`config.mk`:
```
export PLATFORM = sky130hd
export DESIGN_NAME = pipe3_hazard_ctrl
export DESIGN_NICKNAME = d
export VERILOG_FILES = /design/src/rtl/pipe3_hazard_ctrl.sv
export SDC_FILE = /design/constraint.sdc
export NUM_CORES = 1
export LEC_CHECK = 0
export ABC_CLOCK_PERIOD_IN_PS = 1900
export BUFFER_PORTS_ARGS = -buffer_cell sky130_fd_sc_hd__buf_2
export CORE_MARGIN = 2
export CORE_UTILIZATION = 30
export DETAILED_ROUTE_END_ITERATION = 6
export PLACE_DENSITY = 0.7
export SLEW_MARGIN = 20
export SYNTH_ARGS = -nofsm -noshare
export SYNTH_HDL_FRONTEND = slang
export SYNTH_SLANG_ARGS = --single-unit
```
`constraint.sdc`:
```
create_clock -name clk -period 1.9 [get_ports clk]
set_input_delay 0 -clock clk [delete_from_list [all_inputs] [get_ports clk]]
set_output_delay 0 -clock clk [all_outputs]
set_load 0.05 [all_outputs]
```
`src/rtl/pipe3_hazard_ctrl.sv`:
```
// ---------------------------------------------------------------------------
// pipe3_hazard_ctrl
//   Sequencing controller for the 3-stage (IF/ID/EX) core. Every cycle it
//   produces the stage-register write enables, flushes and bubbles, and the
//   ID-operand forwarding selects. It handles load-use stalls, taken-branch
//   redirects, multi-cycle multiply holds in EX and instruction-fetch stalls.
//   All control outputs are combinational from the current state and inputs.
//
// Parameters
//   MUL_LAT  total EX-occupancy cycles of a multiply (1..15)
//   REG_AW   register-index width
//
// Ports
//   clk, rst (sync, active-high)
//   id_*     ID-stage source operands and their use flags
//   ex_*     EX-stage destination, instruction class and branch outcome
//   if_stall instruction memory not ready
//   pc_we, ifid_we/ifid_flush, idex_we/idex_bubble   stage controls
//   ex_hold, ex_done                                  multiply sequencing
//   fwd_a, fwd_b                                      EX->ID forwarding
//   stall_cnt, flush_cnt                              perf counters
//
// Build option
//   PIPE3_PERF_CNT_EN : when defined, stall_cnt counts cycles with pc_we=0
//   and flush_cnt counts taken-branch flushes. Otherwise both read 0.
// ---------------------------------------------------------------------------
module pipe3_hazard_ctrl #(
  parameter int MUL_LAT = 4,
  parameter int REG_AW  = 5
) (
  input  logic              clk,
  input  logic              rst,
  input  logic              id_valid,
  input  logic [REG_AW-1:0] id_rs1,
  input  logic              id_rs1_used,
  input  logic [REG_AW-1:0] id_rs2,
  input  logic              id_rs2_used,
  input  logic              ex_valid,
  input  logic [REG_AW-1:0] ex_rd,
  input  logic              ex_wr,
  input  logic              ex_load,
  input  logic              ex_mul,
  input  logic              ex_br_taken,
  input  logic              if_stall,
  output logic              pc_we,
  output logic              ifid_we,
  output logic              ifid_flush,
  output logic              idex_we,
  output logic              idex_bubble,
  output logic              ex_hold,
  output logic              ex_done,
  output logic              fwd_a,
  output logic              fwd_b,
  output logic [31:0]       stall_cnt,
  output logic [31:0]       flush_cnt
);

  typedef enum logic {RUN, MUL_WAIT} state_t;

  // Remaining hold cycles after the entry cycle; the last MUL_WAIT cycle
  // (mcnt==0) is the ex_done cycle.
  localparam logic [3:0] MCNT_INIT = (MUL_LAT > 1) ? 4'(MUL_LAT - 2) : 4'd0;

  state_t     state, state_nxt;
  logic [3:0] mcnt, mcnt_nxt;
  logic       match_1, match_2, load_use;
  logic       hold, br_flush;

  // r0 is hard-wired zero, so it never creates a dependency
  assign match_1  = id_valid & id_rs1_used & ex_valid & ex_wr &
                    (ex_rd != '0) & (id_rs1 == ex_rd);
  assign match_2  = id_valid & id_rs2_used & ex_valid & ex_wr &
                    (ex_rd != '0) & (id_rs2 == ex_rd);
  assign load_use = ex_load & (match_1 | match_2);

  always_ff @(posedge clk) begin
    if (rst) begin
      state <= RUN;
      mcnt  <= 4'd0;
    end else begin
      state <= state_nxt;
      mcnt  <= mcnt_nxt;
    end
  end

  always_comb begin
    state_nxt   = state;
    mcnt_nxt    = mcnt;
    hold        = 1'b0;
    br_flush    = 1'b0;
    pc_we       = 1'b1;
    ifid_we     = 1'b1;
    ifid_flush  = 1'b0;
    idex_we     = 1'b1;
    idex_bubble = 1'b0;
    ex_hold     = 1'b0;
    ex_done     = 1'b0;
    fwd_a       = match_1 & ~ex_load;
    fwd_b       = match_2 & ~ex_load;

    unique case (state)
      RUN: begin
        if (ex_valid && ex_mul) begin
          if (MUL_LAT > 1) begin
            hold      = 1'b1;
            state_nxt = MUL_WAIT;
            mcnt_nxt  = MCNT_INIT;
          end else begin
            ex_done = 1'b1;
          end
        end
      end
      MUL_WAIT: begin
        if (mcnt != 4'd0) begin
          hold     = 1'b1;
          mcnt_nxt = mcnt - 4'd1;
        end else begin
          // final cycle: multiply leaves EX, so ex_mul here cannot retrigger
          ex_done   = 1'b1;
          state_nxt = RUN;
        end
      end
      default: state_nxt = RUN;
    endcase

    if (hold) begin
      ex_hold = 1'b1;
      pc_we   = 1'b0;
      ifid_we = 1'b0;
      idex_we = 1'b0;
    end else if (ex_br_taken) begin
      // redirect always wins over load-use and fetch stall
      br_flush    = 1'b1;
      ifid_flush  = 1'b1;
      idex_bubble = 1'b1;
    end else if (load_use) begin
      pc_we       = 1'b0;
      ifid_we     = 1'b0;
      idex_bubble = 1'b1;
    end else if (if_stall) begin
      pc_we      = 1'b0;
      ifid_flush = 1'b1;
    end

    if (rst) begin
      state_nxt   = RUN;
      mcnt_nxt    = 4'd0;
      br_flush    = 1'b0;
      pc_we       = 1'b0;
      ifid_we     = 1'b1;
      ifid_flush  = 1'b1;
      idex_we     = 1'b1;
      idex_bubble = 1'b1;
      ex_hold     = 1'b0;
      ex_done     = 1'b0;
      fwd_a       = 1'b0;
      fwd_b       = 1'b0;
    end
  end

`ifdef PIPE3_PERF_CNT_EN
  always_ff @(posedge clk) begin
    if (rst) begin
      stall_cnt <= 32'd0;
      flush_cnt <= 32'd0;
    end else begin
      if (!pc_we)   stall_cnt <= stall_cnt + 32'd1;
      if (br_flush) flush_cnt <= flush_cnt + 32'd1;
    end
  end
`else
  assign stall_cnt = 32'd0;
  assign flush_cnt = 32'd0;
  logic unused_perf;
  assign unused_perf = br_flush;
`endif

endmodule

```
Word-level counts from Yosys, hierarchy flattened
Cells that the tools add are included.
Widths: inputs -> output; s select.
- flip-flop bits (word level): 5
- output and inout bits: 73
- word-level logic and storage cells: 60
- add/subtract/negate cells: 1
- eq/ne operators: 4
- mux-type cells: 33
- bitwise gates (word level): 16
- reductions and logical operators: 4
- operator list (cell ; number):
    $mux 1 ; 28
    $and 1x1->1 ; 13
    $eq 5x5->1 ; 2
    $mux 4 ; 2
    $pmux 4 s2 ; 1
    $reduce_bool 5->1 ; 1
    $pmux 1 s2 ; 2
    $reduce_bool 4->1 ; 1
    $sub 4x1->4 const B ; 1
    $ne 2x1->1 const B ; 1
    $ne 2x2->1 const B ; 1
    $not 1->1 ; 2
    $reduce_and 2->1 ; 1
    $logic_and 1x1->1 ; 1
    $or 1x1->1 ; 1

Logic depth before layout (Yosys ltp)
- word-level depth: 11
- depth in mapped cells: 7
- depth with buffers taken out: 7

Worst setup path after synthesis
No wires, ideal clock.
- path type: reg2out
- from: register mcnt[0]
- to: output ifid_we
- arrival time: 2192 ps
- data required time: 1900 ps
- path slack: -292 ps
- cell stages (with the launch flop): 7
- buffers on the path: 0
- cell sequence: dfxtp_1 > inv_1 > ha_1 > or3b_1 > a21boi_2 > nor2_2 > a31oi_1
- longest elaborated chain between the ends: 5
- RTL lines (item ; line ; source):
    start: declaration ; 65 ; logic [3:0] mcnt, mcnt_nxt;
    start signal: assignment ; 82 ; mcnt <= mcnt_nxt;
    $reduce_bool 4->1 ; 114 ; if (mcnt != 4'd0) begin
    $mux 1 ; 114 ;
    $pmux 1 s2 ; 101 ; unique case (state)
    $mux 1 ; 126 ; if (hold) begin
    $mux 1 ; 145 ; if (rst) begin
    end: declaration ; 46 ; output logic ifid_we,
Every way passes these cells.

Worst setup path after layout
- from: register mcnt[1]
- to: output idex_bubble
- longest elaborated chain between the ends: 5
- RTL lines (item ; line ; source):
    $reduce_bool 4->1 ; 114 ;
    $mux 1 ; 114 ;
    $pmux 1 s2 ; 101 ;
    $mux 1 ; 126 ;
    $mux 1 ; 145 ;
    end: declaration ; 49 ; output logic idex_bubble,
Every way passes these cells.

==> summary by stage <==
Detailed routing
The first-pass iteration count of the detailed router is 5. After detailed routing, the number of remaining DRC violations is 0. The first-iteration detailed-routing DRC count is 12. The per-cell routed wire length is 9.01 um. In the routed layout, each cell is associated on average with a via count of approximately 3.7. The number of routed nets with antenna violations is 0. Detailed routing inserted a total of 780 vias.

The final wirelength is about 1.9 mm.

Finish
Cells fill a little over a third of the core in the end. In the final layout, the share of cells above drive strength 1 is 34.3%. In the final design database the tool counted between 150 and 200 nets.

The finished cells cover 1100 um2. The number of fill cells in the layout is 331. The number of diodes is 0.

From synthesis to final layout, the design area changed by 12.9%.

Floorplan
The placeable core area is 3080 um2. The number of primary I/O pins is 99. The starting density of the core is between 30% and 40%.

The cell row count is 20. The area enclosed by the die boundary is 3730 um2. From left edge to right edge, the die measures 61.1 um. The floorplan die height is about 61 um.

Critical path
The count of cells along the worst register-to-register path is 8. The reg-to-reg endpoint is mcnt[3]. The startpoint identified for the worst register-to-register timing path is mcnt[1].

The critical path starts at mcnt[1]. The maximum fanout count along the critical path is 5. The worst setup slack for register-to-register paths is 280 ps.

The critical path data required time is roughly 1900 ps. The kind of start point of the critical path is a register. STA classifies the critical path endpoint as a primary output. The type of the worst setup path is reg -> out. STA puts the critical path data arrival time at 1900 ps.

STA
On the final layout, the worst hold slack is 82.4 ps. Setup repair after global routing could not meet its margin everywhere. Setup slack closes at 2.72 ps. Setup violations remaining at the end of the flow were counted as 0. Between clock sinks in the finished design, the worst skew comes to 1.66 ps.

The number of endpoints with negative hold slack in the final report is 0. The share of the clock period used by the worst path is between 90 and 100%. The top achievable clock speed is 527 MHz. After layout, the minimum clock period comes to 1900 ps. The final count of pins violating max slew is 0.

GRT
The via count of the first global-routing pass is 620. The first global-routing pass estimated ~2.6 mm of wire. The number of antenna violations at the first check in global routing is 0. Entering global routing, the biggest net connects 12 pins. After global routing the overflow that remains totals 0. Across every metal layer, demand over resource in global routing totals 9.57%.

Clock network
Clock tree synthesis inserted a total of 3 buffers. The clock drives 5 sinks. In this run the number of H-tree levels came out at 1. The later pin in the worst-skew pair is clocked with a latency of 250 ps.

The clock passes through at most 2 buffers. TritonCTS built the clock tree. The tree is rooted in a sky130_fd_sc_hd__clkbuf_4. Buffers inserted to repair hold after CTS numbered 0. The clock-pin transition on the worst setup and hold timing paths is 50 ps.

Yosys
The gate count after technology mapping is 129. After synthesis the netlist holds a flip-flop and latch count of 5. After synthesis, the netlist uses 30 different library cells.

Of the synthesized area, sequential elements account for between 10% and 20%. The cell area after technology mapping is a little under 1000 um2. The per-instance average area after synthesis is 7.58 um2. The count of warnings emitted by yosys is 0.

Power
The ratio of total power to cell area is 683 nW/um2. The internal power consumption is 293 uW. The switching power share of the total is between 60% and 70%. The clock share of power is 17.8%. The analysis attributes to cell leakage a power of 0.590 nW.

The part of the total power dissipated in sequential elements is ~17%. IR analysis of the VDD net gives a maximum drop of 0.229 mV. In this run, the combinational gates consume between 60 and 70% of the power.

The switching power is 461 uW.

Placement
OpenSTA, run right after detailed placement, puts the worst setup slack at 128 ps. The detailed placer's ending HPWL is 1.57 mm. The congestion estimate from routability-driven global placement came to 0.731. During placement, the flow inserted port buffers numbering 34. Once placement finished, the instance area stood at 991 um2.

Hold path
The type of the worst min-delay path is in -> reg. The startpoint identified for the worst hold timing path is rst. The endpoint of the worst hold path is mcnt[0]. The number of stages on the worst hold path is 2.

Run
The tool flagged a number of max-cap violations equal to 0.

Run status
The flow ran to the end, and the final reports show no timing, DRC or antenna violations.
==> stage by stage <==
stage | cells | TNS, ps | total power, mW
after detailed placement | 206 | 0 | 0.579
final | 213 | 0 | 0.754
after global placement | 206 | 0 | 0.576
after floorplan | 192 | -78.6 | 0.622
after global routing | 213 | -160 | 0.791
after CTS | 210 | 0 | 0.733
==> synth_stat cells, drive strengths merged <==
master | instances | area (um2)
buf | 64 | 480
nor2 | 10 | 42.5
xor2 | 9 | 78.8
dfxtp | 5 | 100
inv | 5 | 18.8
nand2 | 3 | 11.3
nand3 | 3 | 15.0
nor3 | 3 | 15.0
nor4 | 3 | 18.8
xnor2 | 3 | 26.3
a311oi | 2 | 23.8
a31oi | 2 | 12.5
ha | 2 | 25.0
o21ai | 2 | 13.8
or4 | 2 | 16.3
a211o | 1 | 8.76
a21boi | 1 | 11.3
a21o | 1 | 7.51
a21oi | 1 | 5.00
a31o | 1 | 8.76
clkbuf | 1 | 3.75
conb | 1 | 3.75
nand2b | 1 | 6.26
nand3b | 1 | 7.51
nor3b | 1 | 7.51
or3b | 1 | 8.76
==> cell type report <==
class	count	area (um2)	area share [%]
Multi-Input combinational cell	117	672	60.9
Timing Repair Buffer	38	229	20.7
Sequential cell	5	103	9.30
Tap cell	44	55.1	4.99
Clock buffer	4	26.3	2.38
Inverter	5	18.8	1.70
==> cell usage in the layout (no fill, tap or decap), types with 2 or more instances in the layout <==
cell	instances
sky130_fd_sc_hd__conb_1	64
sky130_fd_sc_hd__nor3_1	2
sky130_fd_sc_hd__buf_2	30
sky130_fd_sc_hd__inv_2	2
sky130_fd_sc_hd__nand3_1	3
sky130_fd_sc_hd__dfxtp_2	2
sky130_fd_sc_hd__buf_6	3
sky130_fd_sc_hd__dfxtp_1	3
sky130_fd_sc_hd__xor2_1	9
sky130_fd_sc_hd__nand2_1	3
sky130_fd_sc_hd__nor4_1	3
sky130_fd_sc_hd__clkbuf_4	3
sky130_fd_sc_hd__inv_1	3
sky130_fd_sc_hd__nor2_1	8
sky130_fd_sc_hd__buf_4	4
sky130_fd_sc_hd__a31oi_2	2
sky130_fd_sc_hd__xnor2_1	3
==> flip-flops by register name (all words and copies together) (netlist names) <==
register  cells
state         1
mcnt          4
==> per-layer routing <==
layer  global-route usage [%]  up-vias  share of wire [%]
li1                         -      372                  -
met4                     1.55        0                  0
met1                     9.06      350                 32
met2                     18.2       58                 56
met5                        0        -                  0
met3                     5.25        0                 12
==> worst max-delay path, stage by stage (launching register included) <==
cell                       delay (ps)
sky130_fd_sc_hd__dfxtp_2          330
sky130_fd_sc_hd__inv_2             70
sky130_fd_sc_hd__ha_4             130
sky130_fd_sc_hd__or3b_4           400
sky130_fd_sc_hd__a21boi_4         210
sky130_fd_sc_hd__buf_6            130
sky130_fd_sc_hd__a21o_1           110
sky130_fd_sc_hd__a31o_2           110
sky130_fd_sc_hd__buf_8            140
==> worst max path at each step <==
stage	to
after floorplan	ifid_we
after global placement	pc_we
after detailed placement	pc_we
after CTS	idex_bubble
after global routing	idex_bubble
final	idex_bubble
==> cells by family (layout without fill, tap and decap cells) <==
group,count (synthesis),after routing,share of synthesized area [%]
AOI/OAI and AO/OA,11,11,9.35
xor gates and xnor gates,12,12,10.8
adders and majority gates,2,2,2.56
buffers and inverters,70,47,51.5
DFF,5,5,10.2
other,1,64,0.384
and+or+nand+nor,28,28,15.2
==> repair_timing <==
action,in CTS,in global routing
hold endpoints to repair,0,0
setup buffers,0,3
gates resized for setup,15,5
pin swaps,1,1
setup endpoints to repair,4,5
==> power by group through the flow <==
stage	registers, mW	logic (mW)	clock network, mW
after floorplan	0.123	0.499	0
after global placement	0.125	0.451	0
after detailed placement	0.125	0.455	0
after CTS	0.126	0.471	0.137
after global routing	0.127	0.521	0.143
final	0.126	0.493	0.134
No activity file was read; power rests on OpenSTA's default activity.
